## config.mk

```make
export PLATFORM = sky130hd
export DESIGN_NAME = store_buffer
export DESIGN_NICKNAME = d
export VERILOG_FILES = /design/src/rtl/rv_mem_pkg.sv /design/src/rtl/sb_fifo.sv /design/src/rtl/store_buffer.sv
export SDC_FILE = /design/constraint.sdc
export NUM_CORES = 1
export LEC_CHECK = 0
export BUFFER_PORTS_ARGS = -buffer_cell sky130_fd_sc_hd__buf_2
export CORE_ASPECT_RATIO = 1.5
export CORE_MARGIN = 2
export CORE_UTILIZATION = 60
export CTS_CLUSTER_DIAMETER = 200
export CTS_CLUSTER_SIZE = 20
export DETAILED_ROUTE_END_ITERATION = 10
export GPL_TIMING_DRIVEN = 0
export HOLD_SLACK_MARGIN = 0.08
export PLACE_DENSITY_LB_ADDON = 0.3
export SKIP_CTS_REPAIR_TIMING = 1
export SLEW_MARGIN = 20
export SYNTH_ARGS = -nofsm -noshare
export SYNTH_HDL_FRONTEND = slang
export SYNTH_SLANG_ARGS = --single-unit
```

## constraint.sdc

```tcl
create_clock -name clk_i -period 6.6 [get_ports clk_i]
set_input_delay 1.98 -clock clk_i [delete_from_list [all_inputs] [get_ports clk_i]]
set_output_delay 1.98 -clock clk_i [all_outputs]
set_load 0.01 [all_outputs]
```

## src/rtl/rv_mem_pkg.sv

```systemverilog
// Shared memory-side definitions: func3 encodings and the store beat record.
package rv_mem_pkg;

    localparam logic [2:0] F3_SB  = 3'b000;
    localparam logic [2:0] F3_SH  = 3'b001;
    localparam logic [2:0] F3_SW  = 3'b010;
    localparam logic [2:0] F3_LBU = 3'b100;
    localparam logic [2:0] F3_LHU = 3'b101;

    // Beat address field is sized for the widest supported byte address.
    localparam int BEAT_AW = 32;

    typedef struct packed {
        logic [BEAT_AW-1:0] addr;
        logic [31:0]        wdata;
        logic [3:0]         wstrb;
    } beat_t;

endpackage

```

## src/rtl/sb_fifo.sv

```systemverilog
// Beat FIFO: up to two pushes and one pop per cycle, registered occupancy count.
// push1_i is only meaningful together with push0_i (beat1 follows beat0).
module sb_fifo
    import rv_mem_pkg::*;
#(
    parameter int DEPTH = 4
) (
    input  logic                     clk_i,
    input  logic                     rst_n_i,
    input  logic                     push0_i,
    input  logic                     push1_i,
    input  beat_t                    din0_i,
    input  beat_t                    din1_i,
    input  logic                     pop_i,
    output beat_t                    dout_o,
    output logic [$clog2(DEPTH):0]   count_o
);

    localparam int PW = $clog2(DEPTH);
    localparam int CW = PW + 1;

    beat_t          mem_q [DEPTH];
    logic [PW-1:0]  wptr_q, wptr_d, rptr_q, rptr_d, wptr1;
    logic [CW-1:0]  count_q, count_d;
    logic [1:0]     npush;

    // Pointer and count next-state; the count adds pushes and drops the pop in one step.
    always_comb begin
        npush   = {1'b0, push0_i} + {1'b0, push1_i};
        wptr1   = wptr_q + PW'(1);
        wptr_d  = wptr_q + PW'(npush);
        rptr_d  = rptr_q + PW'(pop_i);
        count_d = count_q + CW'(npush) - CW'(pop_i);
    end

    // Storage needs no reset: an empty count makes stale entries unreachable.
    always_ff @(posedge clk_i) begin
        if (push0_i) mem_q[wptr_q] <= din0_i;
        if (push1_i) mem_q[wptr1]  <= din1_i;
    end

    // Pointers and count; reset flushes every queued beat.
    always_ff @(posedge clk_i) begin
        if (!rst_n_i) begin
            wptr_q  <= '0;
            rptr_q  <= '0;
            count_q <= '0;
        end else begin
            wptr_q  <= wptr_d;
            rptr_q  <= rptr_d;
            count_q <= count_d;
        end
    end

    assign dout_o  = mem_q[rptr_q];
    assign count_o = count_q;

endmodule

```

## src/rtl/store_buffer.sv

```systemverilog
// Store buffer: lane-aligns SB/SH/SW into word beats with strobes, splits stores that
// cross a word boundary into two beats, and drains them in order over req/ack.
module store_buffer
    import rv_mem_pkg::*;
#(
    parameter int DEPTH = 4,
    parameter int AW    = BEAT_AW
) (
    input  logic                   clk_i,
    input  logic                   rst_n_i,
    input  logic                   st_valid_i,
    output logic                   st_ready_o,
    input  logic [2:0]             st_func3_i,
    input  logic [AW-1:0]          st_addr_i,
    input  logic [31:0]            st_data_i,
    output logic                   st_err_o,
    output logic                   mem_req_o,
    output logic [AW-1:0]          mem_addr_o,
    output logic [31:0]            mem_wdata_o,
    output logic [3:0]             mem_wstrb_o,
    input  logic                   mem_ack_i,
    output logic                   sb_empty_o,
    output logic [$clog2(DEPTH):0] sb_count_o
);

    localparam int CW = $clog2(DEPTH) + 1;

    logic [CW-1:0] count;
    beat_t         head, beat0, beat1;
    logic          legal, accept, push0, push1, pop;
    logic [3:0]    mask;
    logic [31:0]   dmask;
    logic [63:0]   d64;
    logic [7:0]    s8;
    logic [1:0]    k;
    logic [AW-1:0] waddr0, waddr1;
    logic          st_err_q, st_err_d;

    // Formatter: size mask from func3, then shift data and strobes by the byte offset.
    always_comb begin
        k     = st_addr_i[1:0];
        legal = 1'b1;
        case (st_func3_i)
            F3_SB:   mask = 4'b0001;
            F3_SH:   mask = 4'b0011;
            F3_SW:   mask = 4'b1111;
            default: begin
                mask  = 4'b0000;
                legal = 1'b0;
            end
        endcase
        dmask  = st_data_i & {{8{mask[3]}}, {8{mask[2]}}, {8{mask[1]}}, {8{mask[0]}}};
        d64    = {32'b0, dmask} << {k, 3'b000};
        s8     = {4'b0, mask} << k;
        waddr0 = {st_addr_i[AW-1:2], 2'b00};
        waddr1 = waddr0 + AW'(4);
        beat0       = '0;
        beat0.addr  = BEAT_AW'(waddr0);
        beat0.wdata = d64[31:0];
        beat0.wstrb = s8[3:0];
        beat1       = '0;
        beat1.addr  = BEAT_AW'(waddr1);
        beat1.wdata = d64[63:32];
        beat1.wstrb = s8[7:4];
    end

    // Two free slots are always reserved so a split store never needs a partial push.
    assign st_ready_o = rst_n_i && (count <= CW'(DEPTH - 2));
    assign accept     = st_valid_i && st_ready_o;
    assign push0      = accept && legal;
    assign push1      = push0 && (s8[7:4] != 4'b0000);
    assign pop        = mem_req_o && mem_ack_i;
    assign st_err_d   = accept && !legal;

    // Illegal store flag: single-cycle pulse following the accepting edge.
    always_ff @(posedge clk_i) begin
        if (!rst_n_i) st_err_q <= 1'b0;
        else          st_err_q <= st_err_d;
    end

    sb_fifo #(.DEPTH(DEPTH)) u_fifo (
        .clk_i   (clk_i),
        .rst_n_i (rst_n_i),
        .push0_i (push0),
        .push1_i (push1),
        .din0_i  (beat0),
        .din1_i  (beat1),
        .pop_i   (pop),
        .dout_o  (head),
        .count_o (count)
    );

    assign st_err_o    = st_err_q;
    assign mem_req_o   = (count != '0);
    assign sb_empty_o  = (count == '0);
    assign sb_count_o  = count;
    assign mem_addr_o  = head.addr[AW-1:0];
    assign mem_wdata_o = head.wdata;
    assign mem_wstrb_o = head.wstrb;

endmodule
```

; ---- After elaboration in Yosys (flattened, before gate mapping)
; Memories as Yosys holds them, arrays and structs flattened. A register that Yosys moved wholly into a read port is not among the register bits.
; Index checks and enable logic that the tools add are counted.
[totals]
ff_bits = 8
ram_bits = 272
in_bits = 71
out_inout_bits = 75
word_cells = 37
n_memories = 1
[mem_list]
columns = memory, depth, word_bits, rd, rd_clocked_by_memory_dff, write_ports, line_no
row1 = u_fifo.mem_q, 4, 68, 1, 1, 2, sb_fifo.sv:22  ; beat_t mem_q [DEPTH];
[op_classes]
n_addsub = 7
magnitude_cmp = 1
n_eq_ne = 2
n_shift = 2
muxes = 7
bitwise_logic = 1
reduce_logical = 12
[ops]
columns = cell, n
row1 = 32-bit by 5-bit left shift with 64-bit output, 1
row2 = "32-bit by 3-bit adder with 32-bit output, second input constant", 1
row3 = 32-bit bitwise AND, 1
row4 = 4-bit case mux with 3 select lines, 1
row5 = 4-bit by 2-bit left shift with 8-bit output, 1
row6 = 1-bit logical AND, 6
row7 = 3-bit zero test, 2
row8 = 1-bit 2-to-1 mux, 5
row9 = 4-bit nonzero test, 1
row10 = 3-bit by 2-bit adder with 3-bit output, 1
row11 = "3-bit by 1-bit equality test with 1-bit output, second input constant", 1
row12 = "3-bit by 2-bit equality test with 1-bit output, second input constant", 1
row13 = "3-bit by 2-bit <= comparator with 1-bit output, second input constant", 1
row14 = 3-bit nonzero test, 1
row15 = 3-bit OR reduction, 1
row16 = 3-bit by 1-bit subtractor with 3-bit output, 1
row17 = 1-bit by 1-bit adder with 2-bit output, 1
row18 = 2-bit by 1-bit adder with 2-bit output, 1
row19 = "2-bit by 1-bit adder with 2-bit output, second input constant", 1
row20 = 2-bit adder, 1
row21 = 2-bit 2-to-1 mux, 1
row22 = 1-bit zero test, 1

; ---- Depth between registers and ports, before layout
; Gate-level depths: netlist of run 1.
[depth]
depth_word = 8
depth_mapped = 11
ltp_nobuf = 9

; ---- Modules after synthesis
; From an unflattened synthesis of run 1, not the netlist that was laid out.
[unflattened]
hier_cells = 951
area_unflattened_um2 = 15023.2
[by_module_without_submodules]
columns = module, n_inst, cells_each, area_each_um2, seq_area_each_um2
row1 = sb_fifo, 1, 699, 13446.6, 8308.0
row2 = store_buffer, 1, 252, 1576.5, 20.0

; ---- Worst setup path before layout of run 1
; No wires, ideal clock.
[synth_path]
path_kind = input -> register
start = input port st_func3_i[1]
end = memory u_fifo.mem_q[1][0] in the netlist's numbering, enable pin
setup_ps = 490
arrival_time_ps = 5667
t_required_ps = 6110
setup_slack_ps = 443
cell_stages = 6
path_buffers = 2
cell_sequence = buf_4 and4bb_4 a211o_1 buf_4 o21ai_0 nor2_1
[synth_rtl]
columns = element, line_no
row1 = start: declaration, store_buffer.sv:13  ; input logic [2:0] st_func3_i,
row2 = end: declaration, sb_fifo.sv:22

==> results of run 1 <==
==> routing by layer <==
layer	global-route usage, %	vias up	part of all wire, %
li1	-	4434	-
met1	37.5	4936	35
met2	54.9	588	52
met3	3.60	117	7.7
met4	14.6	0	5.3
met5	0	-	0
==> path summary, 6_finish.rpt <==
check	start	end	slack, ns
worst min-delay path	u_fifo.wptr_q[0]	u_fifo.wptr_q[0]	0.72
worst min register to register	u_fifo.wptr_q[0]	u_fifo.wptr_q[0]	0.72
worst max register to register	u_fifo.count_o[2]	u_fifo.mem_q[3][12]	3.74
worst max-delay path	u_fifo.rptr_q[0]	mem_addr_o[4]	1.73
==> cells in the final DEF, fill, tap and decap left out, types with 6 or more instances in the layout <==
cell type	netlist	final
xor2_1	45	45
buf_2	45	158
nor2_1	127	123
buf_6	7	7
mux2i_1	8	8
o21ai_0	61	61
and2_1	12	12
nand4_1	7	7
a2111oi_1	0	6
o2bb2ai_1	8	8
clkbuf_16	0	17
mux2_2	8	8
a21oi_1	46	46
a2111oi_0	16	10
buf_4	7	7
a21oi_2	8	8
buf_16	0	8
inv_1	17	17
mux4_2	66	66
nand2_1	155	155
ha_1	6	6
nand3_1	14	14
dfxtp_1	8	8
a22o_1	8	8
xor2_2	9	9
nor2_4	9	13
and3_1	13	13
a22oi_1	8	8
clkbuf_1	27	33
buf_1	16	16
xnor2_1	67	67
edfxtp_1	264	264
==> power by group <==
part           internal (W)  switching, W  leakage [nW]
Combinational      0.000459      0.000530          2.80
Clock              0.000478      0.000552         0.221
Sequential          0.00193     0.0000214          2.46
Total               0.00287       0.00110          5.48
==> cells in the mapped netlist, drive strengths merged, types with 14 or more instances <==
master   number
mux4         66
nand2       155
a2111oi      16
a21oi        54
edfxtp      264
clkbuf       27
o21ai        66
xor2         54
nand3        14
inv          17
buf          76
xnor2        67
nor2        139
==> worst reg2reg max path: cells and delay by family (launching register included) <==
| family | cells | cell delay [ns] |
|---|---|---|
| buffers and inverters | 4 | 0.88 |
| AND/OR/NAND/NOR | 3 | 1.05 |
| flip-flops | 1 | 0.36 |
| AO/OA/AOI/OAI | 1 | 0.25 |
==> layout make-up <==
type / count / share of cell area [%]
Clock inverter: 1 / 0.0542
Inverter: 17 / 0.395
Tap cell: 319 / 2.47
Clock buffer: 23 / 2.77
Buffer: 103 / 3.33
Timing Repair Buffer: 126 / 5.39
Multi-Input combinational cell: 757 / 35.5
Sequential cell: 272 / 50.1
Antenna cell: 1 / 0.0155
==> state kept, by name, indices dropped and copies added (netlist names) <==
register / flops
st_err_o: 1
u_fifo.wptr_q: 2
u_fifo.mem_q: 264
u_fifo.count_o: 3
u_fifo.rptr_q: 2
==> kinds of logic after synthesis <==
group / count (synthesis) / share of synthesized area (%)
and+or+nand+nor: 376 / 12.2
xor gates and xnor gates: 121 / 7.84
DFF: 272 / 56.3
adders and majority gates: 7 / 0.661
muxes: 82 / 11.5
buffers and inverters: 120 / 4.19
AOI/OAI and AO/OA: 169 / 7.33
other: 1 / 0.0261
==> through the flow <==
stage	utilization, %	total power, W	cells	area [um2]	TNS (ns)
floorplan	-	0.00264	1149	14400	0
global route	68.3	0.00411	1618	16100	0
CTS	68.2	0.00398	1617	16100	0
finish	68.3	0.00397	1619	16200	0
global placement	64.9	0.00296	1581	15300	-557.12
detailed placement	66.3	0.00298	1593	15700	0
==> summary.txt, run 1 <==
pin count of the biggest net entering global routing: 23
initial antenna violation count: 0
vias: 10,100
Hold Worst Slack: 0.723 ns
top cell type by total area after synthesis: edfxtp_1
ANT nets after route: 0
Slew @ Worst Pin: 1.18 ns
clk_skew: 0.0178 ns
status: finished, final reports clean
CTS tree: yes
clk sink count: 272
placement-stage worst setup slack: 1.80 ns
kind of cell adding the most delay to the critical path: buffers and inverters
CP peak stage delay: 0.69 ns
CTS clock-pin slew for the worst setup and hold paths: 0.08 ns
GPL Wtd Cong: 0.920
fin. max-slew vios: 0
DP HPWL: 28.0 mm
count of state elements after synthesis: 272
Hold Path Depth: 2
Register Area: 8090 um2
DRC violations left: 0
crit path cell chain: buf_1 > buf_2 > mux4_2 > buf_2
Setup Crit Path Kind: flop to output pin
vias per cell: 6.22
Row Count: 69
Inserted Clock Buffers: 17
Tot GR Track Use: 31.0%
Cells after Synth: 1,148
prevailing post-synth register cell: edfxtp_1
core footprint: 23,700 um2
H-Tree Depth: 1
Routed WL: 38.7 mm
CTS root buffer: clkbuf_16
multi-input logic area: 5730 um2
Final Critical Period: 4.87 ns
vias in the first global route: 10,300
Post-synth EDFFs: 264
Cell Area, Synth: 14,400 um2
Setup Viol. Count Final: 0
P&R area growth vs syn: 12.3%
RSZ-0062 raised after global routing: no
Mean Syn Cell Area: 12.5 um2
clock latency at the later pin of the worst-skew pair: 0.50 ns
Max Clk Rate: 205 MHz
Pre-antenna DRT Iters: 6
critical path's most frequent cell: buf_2
Bufs and invs on worst path: 3
Port Buf Inserts: 113
Async SR Flop Fraction: 0%
cells on worst reg2reg path: 8
Max-slew headroom: 21.0%
Yosys Warn Count: 0
Synth top area share: 55.1%
fillers: 1,728
part of the cycle the worst path needs: 73.8%
Synth area leaders: edfxtp_1 55%, mux4_2 10%, xnor2_1 4.1%, nand2_1 4.0%, nor2_1 3.3%
Die Y-Extent: 194 um
worst min-delay path category: flop to flop
P per Cell Area: 246 nW/um2
worst setup margin: 1.73 ns
total of max-cap violations: 0
Crit path required time: 4.62 ns
Critical Path Stages: 4
Initial Utilization: 60.8%
Die W: 130 um
nets@finish: 1,372
Synth cell types: 55
Max VDD drop: 0.000168 V
Static Leak: 5.48 nW
critical path endpoint category: output pin
clock tree buffer depth: 3
first-pass GRT wire length: 58.2 mm
DRT iter0 DRCs: 1,124
routed len/inst: 23.9 um
fraction of layout cells with a size suffix above 1: 24.7%
critical path data arrival time: 2.89 ns
I/O pin count: 146
register area share after synthesis: 56.3%
CP max FO: 10
Crit-path slowest cell: buf_1
Die ar.: 25,200 um2
GRT overflow: 0
Final Hold Viols: 0
CP startpoint kind: flop
No activity file was read; power rests on OpenSTA's default activity.
==> run 2: changes to the inputs <==
--- a/config.mk
+++ b/config.mk
@@ -5,10 +5,11 @@
 export SDC_FILE = /design/constraint.sdc
 export NUM_CORES = 1
 export LEC_CHECK = 0
+export ABC_AREA = 1
 export BUFFER_PORTS_ARGS = -buffer_cell sky130_fd_sc_hd__buf_2
 export CORE_ASPECT_RATIO = 1.5
 export CORE_MARGIN = 2
-export CORE_UTILIZATION = 60
+export CORE_UTILIZATION = 54
 export CTS_CLUSTER_DIAMETER = 200
 export CTS_CLUSTER_SIZE = 20
 export DETAILED_ROUTE_END_ITERATION = 10
==> constraint.sdc (replaced) <==
create_clock -name clk_i -period 4 [get_ports clk_i]
set_input_delay 1.2 -clock clk_i [delete_from_list [all_inputs] [get_ports clk_i]]
set_output_delay 1.2 -clock clk_i [all_outputs]
set_load 0.01 [all_outputs]
==> run 2 against run 1 <==
Critical path depth grew 2. Area after synthesis grew 3.9%. Clock-buffer cell count decreased by 2. Cell count increased by 46%. Register-to-register slack lost 2.4 ns. Synthesized cell count rose by 62%. Die area is 15% higher. Largest cell class unchanged. First-iteration DRC count grew 40%. Sequential share of layout area decreased by 1.4 points.
==> summary.txt, run 2 <==
Setup Crit Path Kind: flop to output pin (unchanged)
Inserted Clock Buffers: 17 (unchanged)
Port Buf Inserts: 128 (was 113)
routed len/inst: 22.0 um (was 23.9 um)
Synth top area share: 53.1% (was 55.1%)
GRT overflow: 0 (unchanged)
Tot GR Track Use: 34.6% (was 31.0%)
top cell type by total area after synthesis: edfxtp_1 (unchanged)
Post-synth EDFFs: 264 (unchanged)
DRC violations left: 0 (unchanged)
first-pass GRT wire length: 76.8 mm (was 58.2 mm)
clk sink count: 272 (unchanged)
Finished Layout Cells: 2,356 (was 1,619)
Initial Utilization: 54.9% (was 60.8%)
Die Y-Extent: 208 um (was 194 um)
DP HPWL: 36.8 mm (was 28.0 mm)
Max Clk Rate: 250 MHz
total of max-cap violations: 0 (unchanged)
nets@finish: 2,088 (was 1,372)
fraction of layout cells with a size suffix above 1: 11.8% (was 24.7%)
reg2reg end: u_fifo.mem_q[0][42] (was u_fifo.mem_q[3][12])
worst setup margin: 0.00320 ns (was 1.73 ns)
most common cell after layout, fill and taps aside: nand2_1 (was edfxtp_1)
P per Cell Area: 437 nW/um2 (was 246 nW/um2)
count of state elements after synthesis: 272 (unchanged)
most frequent cells in the layout: 730 x nand2_1, 264 x edfxtp_1, 220 x nor2_1 (was 264 x edfxtp_1, 158 x buf_2, 155 x nand2_1)
Setup Viol. Count Final: 0 (unchanged)
clock latency at the later pin of the worst-skew pair: 0.52 ns (was 0.50 ns)
Yosys Warn Count: 0 (unchanged)
P&R area growth vs syn: 11.2% (was 12.3%)
fin. max-slew vios: 0 (unchanged)
critical path endpoint category: output pin (unchanged)
Reg2Reg Launch Point: u_fifo.count_o[2] (unchanged)
Hold Path Depth: 1 (was 2)
ANT nets after route: 0 (unchanged)
Placed Cells: 2,333 (was 1,593)
Util after Layout: 61.0% (was 68.3%)
part of the cycle the worst path needs: 99.9%
register area share after synthesis: 54.1% (was 56.3%)
Slew @ Worst Pin: 0.742 ns (was 1.18 ns)
initial antenna violation count: 0 (unchanged)
Pre-antenna DRT Iters: 6 (unchanged)
Antenna Cells: 0 (was 1)
CP max FO: 10 (unchanged)
Crit path required time: 2.80 ns (was 4.62 ns)
critical path data arrival time: 2.80 ns (was 2.89 ns)
CTS root buffer: clkbuf_16 (unchanged)
Max VDD drop: 0.000363 V (was 0.000168 V)
GPL Wtd Cong: 0.987 (was 0.920)
prevailing post-synth register cell: edfxtp_1 (unchanged)
Cells after Synth: 1,858 (was 1,148)
Routed WL: 51.8 mm (was 38.7 mm)
clk_skew: 0.0257 ns (was 0.0178 ns)
synth cell count leaders: 734 x nand2_1, 264 x edfxtp_1, 220 x nor2_1 (was 264 x edfxtp_1, 155 x nand2_1, 127 x nor2_1)
core footprint: 27,200 um2 (was 23,700 um2)
I/O pin count: 146 (unchanged)
Die ar.: 29,000 um2 (was 25,200 um2)
vias: 14,200 (was 10,100)
vias per cell: 6.02 (was 6.22)
Synth area leaders: edfxtp_1 53%, nand2_1 18%, o21ai_0 7.1%, nor2_1 5.5%, o22ai_1 2.8% (was edfxtp_1 55%, mux4_2 10%, xnor2_1 4.1%, nand2_1 4.0%, nor2_1 3.3%)
H-Tree Depth: 1 (unchanged)
CTS clock-pin slew for the worst setup and hold paths: 0.09 ns (was 0.08 ns)
top-count cell post-synth: nand2_1 (was edfxtp_1)
CTS tree: yes (unchanged)
Final Hold Viols: 0 (unchanged)
status: finished, final reports clean (unchanged)
Row Count: 74 (was 69)
Max-slew headroom: 50.5% (was 21.0%)
Final Critical Period: 4.00 ns
Mean Syn Cell Area: 8.04 um2 (was 12.5 um2)
Async SR Flop Fraction: 0% (unchanged)
clock tree buffer depth: 3 (unchanged)
Static Leak: 7.17 nW (was 5.48 nW)
Die W: 140 um (was 130 um)
max reg flops: 264 (unchanged)
cells on worst reg2reg path: 9 (was 8)
Top reg by flops: u_fifo.mem_q (unchanged)
pin count of the biggest net entering global routing: 45 (was 23)
Final Instance Area: 16,600 um2 (was 16,200 um2)
Cell Area, Synth: 14,900 um2 (was 14,400 um2)
DRT iter0 DRCs: 1,569 (was 1,124)
RSZ-0062 raised after global routing: no (unchanged)
CP startpoint kind: flop (unchanged)
vias in the first global route: 13,700 (was 10,300)
Power Total: 0.00726 W (was 0.00397 W)
Placed Area: 16,100 um2 (was 15,700 um2)
Worst Hold End: u_fifo.count_o[2] (was u_fifo.wptr_q[0])
Hold Crit Start: u_fifo.count_o[2] (was u_fifo.wptr_q[0])
Synth cell types: 30 (was 55)
Reg2Reg Setup Slack: 1.30 ns (was 3.74 ns)
worst min-delay path category: flop to flop (unchanged)
placement-stage worst setup slack: 0.0781 ns (was 1.80 ns)
run 2: worst max path at each step:
stage / from / end / slack, ns / depth (start not counted)
5_1_grt: u_fifo.rptr_q[1] / mem_wdata_o[23] / 0.004 / 6
3_3_place_gp: st_func3_i[1] / u_fifo.mem_q[2][33] / -0.66 / 9
6_report: u_fifo.rptr_q[1] / mem_addr_o[15] / 0.003 / 6
4_1_cts: u_fifo.rptr_q[0] / mem_addr_o[30] / -0.45 / 7
3_5_place_dp: u_fifo.rptr_q[0] / mem_addr_o[30] / 0.08 / 7
2_1_floorplan: st_addr_i[0] / u_fifo.mem_q[3][0] / 0.55 / 10
run 2: power by group:
part | switching, W | internal (W) | total (W) | leakage, nW
Sequential | 0.0000459 | 0.00319 | 0.00324 | 2.48
Clock | 0.000942 | 0.000787 | 0.00173 | 0.223
Combinational | 0.00160 | 0.000688 | 0.00229 | 4.47
Total | 0.00259 | 0.00466 | 0.00726 | 7.17
run 2: final cells by class:
type	instances	area, um2
Sequential cell	272	8090
Multi-Input combinational cell	1373	5960
Fill cell	2452	10600
Inverter	94	353
Tap cell	342	428
Clock buffer	21	440
Clock inverter	2	17.5
Timing Repair Buffer	132	743
Buffer	120	583
run 2: metal layers:
layer,global-route usage [%],wire [um],vias to the layer above
met5,0,0,-
met3,3.21,4630,202
met1,40.4,17600,6598
met2,60.4,25900,941
met4,22.6,3710,0
li1,-,-,6433
run 2: worst max-delay path, cell delays in order, from the launching register on:
cell      delay [ns]
dfxtp_1         0.43
inv_1           0.13
clkbuf_1        0.58
clkbuf_1        0.46
o21ai_0         0.19
o22ai_1         0.30
buf_2           0.20
run 2: logic make-up after synthesis:
kind of cell | share of synthesized area, %
compound gates | 10.9
simple gates | 27.3
xor+xnor | 0.879
fa+ha+maj | 0.636
flops | 54.1
other cells | 0.0251
buf+inv | 6.21
run 2: per-stage QoR:
step                TNS [ns]  hold slack [ns]
floorplan                  0            0.496
global placement     -139.92            0.469
detailed placement         0            0.478
CTS                   -14.61            0.501
global route               0            0.547
finish                     0            0.500
==> run 3: changes to the inputs <==
--- a/config.mk
+++ b/config.mk
@@ -9,7 +9,7 @@
 export BUFFER_PORTS_ARGS = -buffer_cell sky130_fd_sc_hd__buf_2
 export CORE_ASPECT_RATIO = 1.5
 export CORE_MARGIN = 2
-export CORE_UTILIZATION = 54
+export CORE_UTILIZATION = 49
 export CTS_CLUSTER_DIAMETER = 200
 export CTS_CLUSTER_SIZE = 20
 export DETAILED_ROUTE_END_ITERATION = 10
==> run 3 against run 2 <==
Cell area increased by 0.49%. Largest power group unchanged. Largest cell class unchanged. Clock skew about the same. Register-to-register slack got worse by 0.11 ns. Critical endpoint is now mem_addr_o[2]. Clock power about the same. The run now ends with negative setup slack left. Highest routed layer unchanged. Cell count increased by 2.5%. Sequential share of layout area decreased by 0.24 points.
==> summary.txt, run 3 (synthesis results as in run 2) <==
max reg flops: 264 (unchanged)
most frequent cells in the layout: 730 x nand2_1, 264 x edfxtp_1, 220 x nor2_1 (unchanged)
part of the cycle the worst path needs: 101% (was 99.9%)
CTS tree: yes (unchanged)
Tot GR Track Use: 32.3% (was 34.6%)
Die Y-Extent: 218 um (was 208 um)
Hold Crit Start: u_fifo.count_o[2] (unchanged)
worst min-delay path category: flop to flop (unchanged)
CTS clock-pin slew for the worst setup and hold paths: 0.08 ns (was 0.09 ns)
GRT overflow: 0 (unchanged)
first-pass GRT wire length: 77.6 mm (was 76.8 mm)
Setup Viol. Count Final: 2 (was 0)
Max Clk Rate: 248 MHz (was 250 MHz)
Pre-antenna DRT Iters: 5 (was 6)
Hold Path Depth: 1 (unchanged)
CP max FO: 10 (unchanged)
critical path endpoint category: output pin (unchanged)
Die W: 147 um (was 140 um)
Util after Layout: 55.4% (was 61.0%)
clk_skew: 0.0256 ns (was 0.0257 ns)
Worst Hold End: u_fifo.count_o[2] (unchanged)
core footprint: 30,200 um2 (was 27,200 um2)
most common cell after layout, fill and taps aside: nand2_1 (unchanged)
clock latency at the later pin of the worst-skew pair: 0.53 ns (was 0.52 ns)
Row Count: 78 (was 74)
Max-slew headroom: 50.0% (was 50.5%)
I/O pin count: 146 (unchanged)
DP HPWL: 37.2 mm (was 36.8 mm)
GPL Wtd Cong: 0.968 (was 0.987)
nets@finish: 2,088 (unchanged)
vias: 14,000 (was 14,200)
DRT iter0 DRCs: 1,617 (was 1,569)
P&R area growth vs syn: 11.7% (was 11.2%)
fraction of layout cells with a size suffix above 1: 11.8% (about the same)
initial antenna violation count: 0 (unchanged)
Setup Crit Path Kind: flop to output pin (unchanged)
Antenna Cells: 0 (unchanged)
Power Total: 0.00729 W (was 0.00726 W)
status: finished with violations (was finished, final reports clean)
reg2reg end: u_fifo.mem_q[2][25] (was u_fifo.mem_q[0][42])
total of max-cap violations: 0 (unchanged)
Register Area: 8090 um2 (unchanged)
Crit path required time: 2.80 ns (about the same)
Reg2Reg Launch Point: u_fifo.count_o[0] (was u_fifo.count_o[2])
sequential power share: 44.4% (was 44.6%)
CTS root buffer: clkbuf_16 (unchanged)
Routed WL: 52.6 mm (was 51.8 mm)
clock network power share: 23.9% (was 23.8%)
cells on worst reg2reg path: 9 (unchanged)
vias per cell: 5.79 (was 6.02)
CP startpoint kind: flop (unchanged)
critical path data arrival time: 2.83 ns (was 2.80 ns)
P per Cell Area: 437 nW/um2 (about the same)
Final Critical Period: 4.03 ns (was 4.00 ns)
vias in the first global route: 13,500 (was 13,700)
ANT nets after route: 0 (unchanged)
Port Buf Inserts: 128 (unchanged)
combinational share of power: 31.6% (about the same)
Top reg by flops: u_fifo.mem_q (unchanged)
routed len/inst: 21.8 um (was 22.0 um)
Sw Ratio: 36.0% (was 35.7%)
H-Tree Depth: 1 (unchanged)
fin. max-slew vios: 0 (unchanged)
clk sink count: 272 (unchanged)
Reg2Reg Setup Slack: 1.19 ns (was 1.30 ns)
DRC violations left: 0 (unchanged)
multi-input logic area: 5960 um2 (unchanged)
pin count of the biggest net entering global routing: 45 (unchanged)
Inserted Clock Buffers: 17 (unchanged)
clock tree buffer depth: 3 (unchanged)
Final Hold Viols: 0 (unchanged)
Initial Utilization: 49.5% (was 54.9%)
RSZ-0062 raised after global routing: no (unchanged)
Die ar.: 31,900 um2 (was 29,000 um2)
Slew @ Worst Pin: 0.750 ns (was 0.742 ns)
Switching Power: 0.00262 W (was 0.00259 W)
internal power: 0.00467 W (was 0.00466 W)
fillers: 2,752 (was 2,452)
worst setup margin: -0.0341 ns (was 0.00320 ns)
Hold Worst Slack: 0.494 ns (was 0.500 ns)
violated checks: negative setup slack
Max VDD drop: 0.000242 V (was 0.000363 V)
Static Leak: 7.17 nW (about the same)
run 3: cell count changes in the layout (fill, tap and decap cells not counted), sizes merged:
| cell | change |
|---|---|
| clkbuf | +1 |
| buf | -1 |
run 3: per-stage QoR:
| stage | TNS (ns) | area (um2) | setup WS (ns) | std cells |
|---|---|---|---|---|
| after floorplan | 0 | 15000 | 0.547 | 1859 |
| final | -0.0543 | 16700 | -0.0341 | 2414 |
| after detailed placement | 0 | 16200 | 0.0315 | 2391 |
| after global routing | 0 | 16700 | 0.00788 | 2414 |
| after global placement | -138.41 | 16100 | -0.681 | 2387 |
| after CTS | -19.26 | 16700 | -0.528 | 2414 |
run 3: worst max path at each step:
| stage | endpoint | slack [ns] | cells past startpoint | from |
|---|---|---|---|---|
| 2_1_floorplan | u_fifo.mem_q[3][0] | 0.55 | 10 | st_addr_i[0] |
| 6_report | mem_addr_o[2] | -0.03 | 6 | u_fifo.rptr_q[1] |
| 3_3_place_gp | u_fifo.mem_q[2][24] | -0.68 | 9 | st_func3_i[1] |
| 3_5_place_dp | mem_wdata_o[12] | 0.03 | 7 | u_fifo.rptr_q[0] |
| 5_1_grt | mem_addr_o[2] | 0.008 | 6 | u_fifo.rptr_q[1] |
| 4_1_cts | mem_wdata_o[12] | -0.53 | 7 | u_fifo.rptr_q[0] |
run 3: cell type report:
class | count | area share [%]
Buffer | 120 | 3.50
Clock buffer | 21 | 2.64
Clock inverter | 2 | 0.105
Inverter | 94 | 2.11
Multi-Input combinational cell | 1373 | 35.7
Sequential cell | 272 | 48.5
Tap cell | 400 | 3.00
Timing Repair Buffer | 132 | 4.50
run 3: metal layers:
layer / track usage, % / wire, um / part of all wire (%) / up-vias
met3: 3.05 / 4130 / 7.8 / 199
met4: 21.9 / 3750 / 7.1 / 0
met5: 0 / 0 / 0 / -
li1: - / - / - / 6419
met2: 57.3 / 26500 / 50 / 839
met1: 36.9 / 18200 / 35 / 6527
run 3: power by group through the flow:
stage / registers, W / clock network [W] / logic, W
2_1_floorplan: 0.00329 / 0 / 0.00126
3_3_place_gp: 0.00330 / 0 / 0.00222
3_5_place_dp: 0.00330 / 0 / 0.00227
4_1_cts: 0.00323 / 0.00172 / 0.00228
5_1_grt: 0.00324 / 0.00181 / 0.00247
6_report: 0.00324 / 0.00175 / 0.00231
run 3: worst max-delay path: stages, from the launching register on:
cell and delay, ns:
dfxtp_1 0.43, inv_1 0.14, clkbuf_1 0.53, clkbuf_1 0.50, o21ai_0 0.19, o22ai_1 0.31, buf_2 0.20
